==> src/rtl/exec_step_controller.sv <==
// Run-control sequencer: holds the core in reset, then gates cpu_en for run, halt and N-step modes.
// A single PC breakpoint stops the core before the matching instruction executes.
module exec_step_controller #(
   parameter int PC_WIDTH     = 8,
   parameter int CNT_WIDTH    = 16,
   parameter int RESET_CYCLES = 2
) (
   input  logic                 clk,
   input  logic                 sync_reset_n,
   input  logic                 run_req,
   input  logic                 halt_req,
   input  logic                 step_req,
   input  logic [CNT_WIDTH-1:0] step_count,
   input  logic                 bp_en,
   input  logic [PC_WIDTH-1:0]  bp_addr,
   input  logic [PC_WIDTH-1:0]  pm_addr,
   output logic                 cpu_reset,
   output logic                 cpu_en,
   output logic                 halted,
   output logic                 bp_hit,
   output logic [CNT_WIDTH-1:0] steps_left,
   output logic [CNT_WIDTH-1:0] instr_count
);

   localparam int HOLD_W = (RESET_CYCLES < 2) ? 1 : $clog2(RESET_CYCLES);
   localparam logic [HOLD_W-1:0] HOLD_LAST = HOLD_W'(RESET_CYCLES - 1);

   typedef enum logic [1:0] {
      S_RST_HOLD = 2'd0,
      S_HALT     = 2'd1,
      S_RUN      = 2'd2,
      S_STEP     = 2'd3
   } state_t;

   state_t            state;
   state_t            state_next;
   logic [HOLD_W-1:0] hold_cnt;
   logic              first_cycle;
   logic              bp_fire;
   logic              executing;

   // first_cycle masks the compare so resuming at bp_addr executes that instruction
   assign bp_fire   = bp_en && (pm_addr == bp_addr) && !first_cycle
                      && ((state == S_RUN) || (state == S_STEP));
   assign executing = cpu_en && (state != S_RST_HOLD);

   always_ff @(posedge clk) begin
      if (!sync_reset_n) begin
         state <= S_RST_HOLD;
      end else begin
         state <= state_next;
      end
   end

   always_comb begin
      state_next = state;
      case (state)
         S_RST_HOLD: begin
            if (hold_cnt == HOLD_LAST) state_next = S_HALT;
         end
         S_HALT: begin
            if (halt_req)                              state_next = S_HALT;
            else if (run_req)                          state_next = S_RUN;
            else if (step_req && (step_count != '0))   state_next = S_STEP;
         end
         S_RUN: begin
            if (bp_fire || halt_req) state_next = S_HALT;
         end
         S_STEP: begin
            if (bp_fire || halt_req || (steps_left == CNT_WIDTH'(1))) state_next = S_HALT;
         end
         default: state_next = S_RST_HOLD;
      endcase
   end

   always_comb begin
      cpu_reset = 1'b0;
      cpu_en    = 1'b0;
      halted    = 1'b0;
      case (state)
         S_RST_HOLD: begin
            cpu_reset = 1'b1;
            cpu_en    = 1'b1;
         end
         S_HALT:  halted = 1'b1;
         S_RUN:   cpu_en = !bp_fire;
         S_STEP:  cpu_en = !bp_fire;
         default: cpu_reset = 1'b1;
      endcase
   end

   always_ff @(posedge clk) begin
      if (!sync_reset_n) begin
         hold_cnt    <= '0;
         steps_left  <= '0;
         instr_count <= '0;
         bp_hit      <= 1'b0;
         first_cycle <= 1'b0;
      end else begin
         first_cycle <= (state == S_HALT) && (state_next != S_HALT);
         if (state == S_RST_HOLD) hold_cnt <= hold_cnt + 1'b1;
         if (executing) instr_count <= instr_count + 1'b1;
         case (state)
            S_HALT: begin
               if (state_next == S_RUN) begin
                  bp_hit <= 1'b0;
               end else if (state_next == S_STEP) begin
                  bp_hit     <= 1'b0;
                  steps_left <= step_count;
               end
            end
            S_RUN: begin
               if (bp_fire) bp_hit <= 1'b1;
            end
            S_STEP: begin
               if (bp_fire) bp_hit <= 1'b1;
               else         steps_left <= steps_left - 1'b1;
            end
            default: ;
         endcase
      end
   end

endmodule
==> config.mk <==
export PLATFORM = sky130hd
export DESIGN_NAME = exec_step_controller
export DESIGN_NICKNAME = d
export VERILOG_FILES = /design/src/rtl/exec_step_controller.sv
export SDC_FILE = /design/constraint.sdc
export NUM_CORES = 1
export LEC_CHECK = 0
export BUFFER_PORTS_ARGS = -buffer_cell sky130_fd_sc_hd__buf_2
export CAP_MARGIN = 10
export CORE_MARGIN = 8
export CORE_UTILIZATION = 44
export CTS_CLUSTER_SIZE = 14
export DETAILED_ROUTE_END_ITERATION = 12
export PLACE_DENSITY = 0.72
export SLEW_MARGIN = 25
export SYNTH_ARGS = -nofsm -noshare
export SYNTH_HDL_FRONTEND = slang
export SYNTH_SLANG_ARGS = --single-unit
==> constraint.sdc <==
create_clock -name clk -period 2.53 [get_ports clk]
set_input_delay 0 -clock clk [delete_from_list [all_inputs] [get_ports clk]]
set_output_delay 0 -clock clk [all_outputs]
set_load 0.03 [all_outputs]
## Yosys cells after proc, flatten, opt, wreduce, memory -nomap -nowiden

Cells that the tools add are included.

- Register bits: 37
- Output and inout bits: 36
- Logic and storage cells: 59

- Add/subtract/negate cells: 3
- Equal/unequal tests: 13
- Muxes and demuxes: 18
- Reductions and logical operators: 19

Operators by type and width:

| operator | count |
|---|---|
| $mux 16 | 3 |
| $pmux 16 s2 | 1 |
| $add 16x1->16 const B | 1 |
| $eq 16x1->1 const B | 1 |
| $reduce_bool 16->1 | 1 |
| $sub 16x1->16 const B | 1 |
| $mux 2 | 6 |
| $eq 2x2->1 const B | 4 |
| $eq 8x8->1 | 1 |
| $pmux 2 s4 | 1 |
| $logic_and 1x1->1 | 6 |
| $ne 2x1->1 const B | 3 |
| $reduce_bool 2->1 | 3 |
| $mux 1 | 5 |
| $ne 2x2->1 const B | 2 |
| $pmux 1 s2 | 2 |
| $reduce_and 4->1 | 1 |
| $logic_or 1x1->1 | 3 |
| $ne 3x1->1 const B | 1 |
| $reduce_and 3->1 | 1 |
| $eq 2x1->1 const B | 1 |
| $logic_not 1->1 | 2 |
| $logic_not 2->1 | 1 |
| $reduce_or 2->1 | 1 |
| $add 1x1->1 const B | 1 |

## Logic depth before layout (Yosys ltp)

- Depth after elaboration: 12
- Gate-level depth with buffers: 8

## Worst setup path before layout

No wires, ideal clock.

- Path type: flip-flop to flip-flop
- Start point: register steps_left[7]
- End point: register steps_left[15]
- Setup time: 128 ps
- Data arrival time: 2332 ps
- Data required time: 2402 ps
- Path slack: 71 ps
- Stages on the path, launching flop included: 7
- Clock period less this slack: 2459 ps
- Cell sequence: dfxtp_1 > or4_4 > or3_4 > or3_4 > or4_1 > nand4_1 > o21ai_1

- Longest elaborated chain between the ends: 7
- Elaborated cells between the ends (all ways): 12

RTL lines:

| element | line | RTL |
|---|---|---|
| from (decl) | 21 | `output logic [CNT_WIDTH-1:0] steps_left,` |
| from (signal assigned) | 109 | `steps_left <= step_count;` |
| from (signal assigned) | 117 | `else steps_left <= steps_left - 1'b1;` |
| $eq 16x1->1 | 70 | `if (bp_fire \|\| halt_req \|\| (steps_left == CNT_WIDTH'(1))) state_next = S_HALT;` |
| $logic_or 1x1->1 | 70 |  |
| $mux 2 | 70 |  |
| $pmux 2 s4 | 57 | `case (state)` |
| $eq 2x2->1, on equally long branches | 107, 105 |  |
| $ne 2x1->1 (no source line) / $ne 2x2->1 (equally long branches) | -- |  |
| $reduce_and 4->1 (no source line) | -- |  |

Several ways; a longest one is shown, not always the timed one. The select of a mux whose other input is x is not followed.
A chain may end at the register's enable or synchronous reset.

## Worst setup path in the final report

- Start point: register steps_left[8]
- End point: register steps_left[15]

The elaborated chain is that of the path after synthesis.

==> impl_summary.txt <==
----------------------------------------------------
[Status]
  Result of the run ... completed

[Detailed routing]
  Total DRC errors in the routed layout ... 0
  Via count normalized by instance count ... 5.51
  Post-detailed-route count of antenna-violating nets ... 0
  Drt initial violations ... 173
  Routed vias ... 2,283
  Final Routed Wirelength ... 6.24 mm
  Wire per inst ... 15.1 um
  First drt pass iteration count ... 4

[Final layout]
  Layout cells sized above 1 ... 27.1%
  # nets final ... 387
  # fillers ... 466
  Number of antenna diodes ... 0
  Growth of design area from synthesis to finish ... 26.3%
  Post-route cell area ... 0.00275 mm^2

[Logic synthesis]
  Avg Inst Size Synth ... 7.97 um^2
  Most common library cells after synthesis ... sky130_fd_sc_hd__nand2_1, sky130_fd_sc_hd__dfxtp_1, sky130_fd_sc_hd__nand4_1, sky130_fd_sc_hd__o21ai_0
  Number of instances in the synthesized netlist ... 273
  Yosys Warn Count ... 0
  Synthesized cell area ... 0.00218 mm^2
  Sequential element share of the synthesized area ... 34.0%
  Synthesized netlist net count ... 314
  Number of different library cells in the post-synthesis netlist ... 46
  Share of flip-flops with an asynchronous set or reset ... 0%
  Number of synthesized flops with an enable pin ... 0
  Most instantiated library cell after synthesis ... sky130_fd_sc_hd__nand2_1
  Largest cells by area after synthesis ... sky130_fd_sc_hd__dfxtp_1, sky130_fd_sc_hd__nand2_1, sky130_fd_sc_hd__nand4_1
  Flip-flop and latch count after synthesis ... 37
  Most used flip-flop cell after synthesis ... sky130_fd_sc_hd__dfxtp_1
  Yosys top cell area share ... 34.0%
  Largest area contributor in the netlist ... sky130_fd_sc_hd__dfxtp_1

[Timing]
  Slew at the pin closest to its max-slew limit ... 0.959 ns
  Worst slew margin ... 35.9%
  Final setup violating endpoints ... 0
  Setup repair after global routing missed its margin ... false
  Final critical-path setup slack ... 0.138 ns
  Final Hold Fails ... 0
  Skew final ... 0.0104 ns
  Final slew viol count ... 0
  Total negative slack for setup checks ... 0 ns
  Fmax ... 0.418 GHz
  Fraction of the cycle the final worst path needs ... 94.5%
  Min cycle time layout ... 2.39 ns

[Critical path]
  Setup slack of the worst register-to-register path ... 0.14 ns
  Reg-to-reg endpoint ... steps_left[15]
  Worst R2R Start ... steps_left[8]
  CP required ... 2.71 ns
  Worst reg-to-reg path cell count ... 6
  CP arrival ... 2.57 ns
  CP Capture Type ... flip-flop
  Kind of launch point of the worst setup path ... flip-flop
  Crit Path Class ... flip-flop to flip-flop
  Crit Path Max Fanout ... 6

[Pwr]
  Power per cell area ... 690 mW/mm^2
  Maximum vdd ir drop ... 405 uV
  Leakage power ... 1.22 nW

[GRT]
  Number of antenna violations at the first check in global routing ... 0
  Remaining global-route overflow ... 0
  All-Layer GR Usage ... 17.1%
  Wire length of the first global-routing pass ... 10.5 mm
  Maximum number of pins on one net before global-route repair ... 50
  Via count of the first global-routing pass ... 2,304

[Floorplan]
  Die footprint ... 0.00745 mm^2
  Std cell rows ... 25
  Count of boundary I/O pins ... 74
  CORE AREA ... 0.00475 mm^2
  Height of the chip ... 86.3 um
  Initial core utilization ... 45.8%
  Chip width ... 86.3 um

[Placement]
  Post-placement worst setup slack ... 0.161 ns
  Hpwl dp ... 4.50 mm
  Placer's final routability congestion estimate ... 0.806
  DP Area ... 0.00262 mm^2
  Port Buffer Count ... 73

[Worst hold path]
  Worst hold-check path type ... input port to flip-flop
  Startpoint of the lowest-slack hold path ... run_req
  Hold endpoint ... first_cycle
  Cell depth of the worst min-delay path ... 3

[Clock network]
  Clock transition at the registers of the reported paths ... 0.08 ns
  Number of buffers added to fix hold violations after cts ... 1
  Number of H-tree levels ... 2
  Maximum root-to-sink buffer count ... 2
  Worst-Skew Late Latency ... 0.29 ns
  Buffer type at the clock tree root ... sky130_fd_sc_hd__clkbuf_8
  TritonCTS clock tree ... yes
  CTS Sinks ... 37
  CTS buffer count ... 5
  Count of instances resized after the clock tree is built ... 0
  Total setup buffers inserted after CTS ... 0

[Job]
  Count of maximum capacitance violations ... 0

----------------------------------------------------
## logic make-up after synthesis
group | count (synthesis) | synth area share [%]
adder cells (fa/ha/maj) | 3 | 1.73
AO/OA/AOI/OAI | 61 | 19.1
buffers and inverters | 23 | 4.08
XOR/XNOR | 20 | 8.05
AND/OR/NAND/NOR | 127 | 32.1
flip-flops | 37 | 34.0
multiplexers | 2 | 0.920
## critical path, stage by stage (launching register included)
cell,delay [ns]
sky130_fd_sc_hd__dfxtp_1,0.36
sky130_fd_sc_hd__or4_4,0.55
sky130_fd_sc_hd__or3_4,0.37
sky130_fd_sc_hd__or3_4,0.36
sky130_fd_sc_hd__or4_1,0.47
sky130_fd_sc_hd__nand4_1,0.10
sky130_fd_sc_hd__o21ai_1,0.08
## where the power goes
part / switching [mW] / leakage, nW / total, mW / internal, mW
registers: 0.0532 / 0.299 / 0.683 / 0.630
logic: 0.415 / 0.861 / 0.668 / 0.253
clock network: 0.225 / 0.0574 / 0.546 / 0.321
total: 0.694 / 1.22 / 1.90 / 1.20
## layout by cell type (no fill, tap or decap), types with 6 or more instances in the layout
master	netlist	final
sky130_fd_sc_hd__clkbuf_8	0	6
sky130_fd_sc_hd__nor4_1	6	6
sky130_fd_sc_hd__xor2_1	10	10
sky130_fd_sc_hd__buf_4	0	7
sky130_fd_sc_hd__and2_1	13	13
sky130_fd_sc_hd__or3_1	7	7
sky130_fd_sc_hd__dfxtp_1	37	37
sky130_fd_sc_hd__nand2_1	38	38
sky130_fd_sc_hd__nand3_1	7	7
sky130_fd_sc_hd__buf_2	2	73
sky130_fd_sc_hd__nand4_1	17	17
sky130_fd_sc_hd__o21ai_0	16	16
sky130_fd_sc_hd__o21ai_1	7	7
sky130_fd_sc_hd__nor3_1	8	8
sky130_fd_sc_hd__nor2b_1	6	6
sky130_fd_sc_hd__o31ai_1	8	8
sky130_fd_sc_hd__xnor2_1	10	10
sky130_fd_sc_hd__inv_1	8	8
## worst max path at each step
stage	from	end	slack, ns
2_1_floorplan	steps_left[7]	steps_left[15]	0.07
3_3_place_gp	steps_left[8]	steps_left[15]	0.20
3_5_place_dp	steps_left[8]	steps_left[15]	0.16
4_1_cts	steps_left[8]	steps_left[15]	0.15
5_1_grt	steps_left[8]	steps_left[15]	0.08
6_report	steps_left[8]	steps_left[15]	0.14
## metal layers
metal,GRT usage [%],vias up,part of all wire (%)
met2,26.9,79,45
met5,0,-,0
li1,-,1152,-
met3,5.58,18,7.7
met1,20.8,1034,45
met4,7.04,0,2.2
## registers in the layout, summed over array words and instances, names as in the netlist
| register | flops |
|---|---|
| bp_hit | 1 |
| hold_cnt | 1 |
| first_cycle | 1 |
| instr_count | 16 |
| state | 2 |
| steps_left | 16 |
## layout make-up
| type | instances | area, um^2 | share of cell area [%] |
|---|---|---|---|
| clock buffer | 6 | 82.6 | 3.00 |
| tap | 67 | 83.8 | 3.05 |
| multi-input combinational | 213 | 1350 | 49.0 |
| inverter | 8 | 30.0 | 1.09 |
| timing repair buffer | 81 | 428 | 15.6 |
| clock inverter | 2 | 37.5 | 1.37 |
| sequential | 37 | 741 | 26.9 |
## through the flow
step / hold WS (ns) / total power [mW] / utilization [%] / std cells
6_report: 0.0242 / 1.90 / 57.8 / 414
5_1_grt: 0.0466 / 2.01 / 57.8 / 414
4_1_cts: 0.0177 / 1.91 / 57.8 / 414
3_5_place_dp: 0.316 / 1.35 / 55.1 / 405
3_3_place_gp: 0.325 / 1.34 / 55.1 / 405
2_1_floorplan: 0.167 / 1.15 / - / 273
Power figures use the tool's default switching activity.
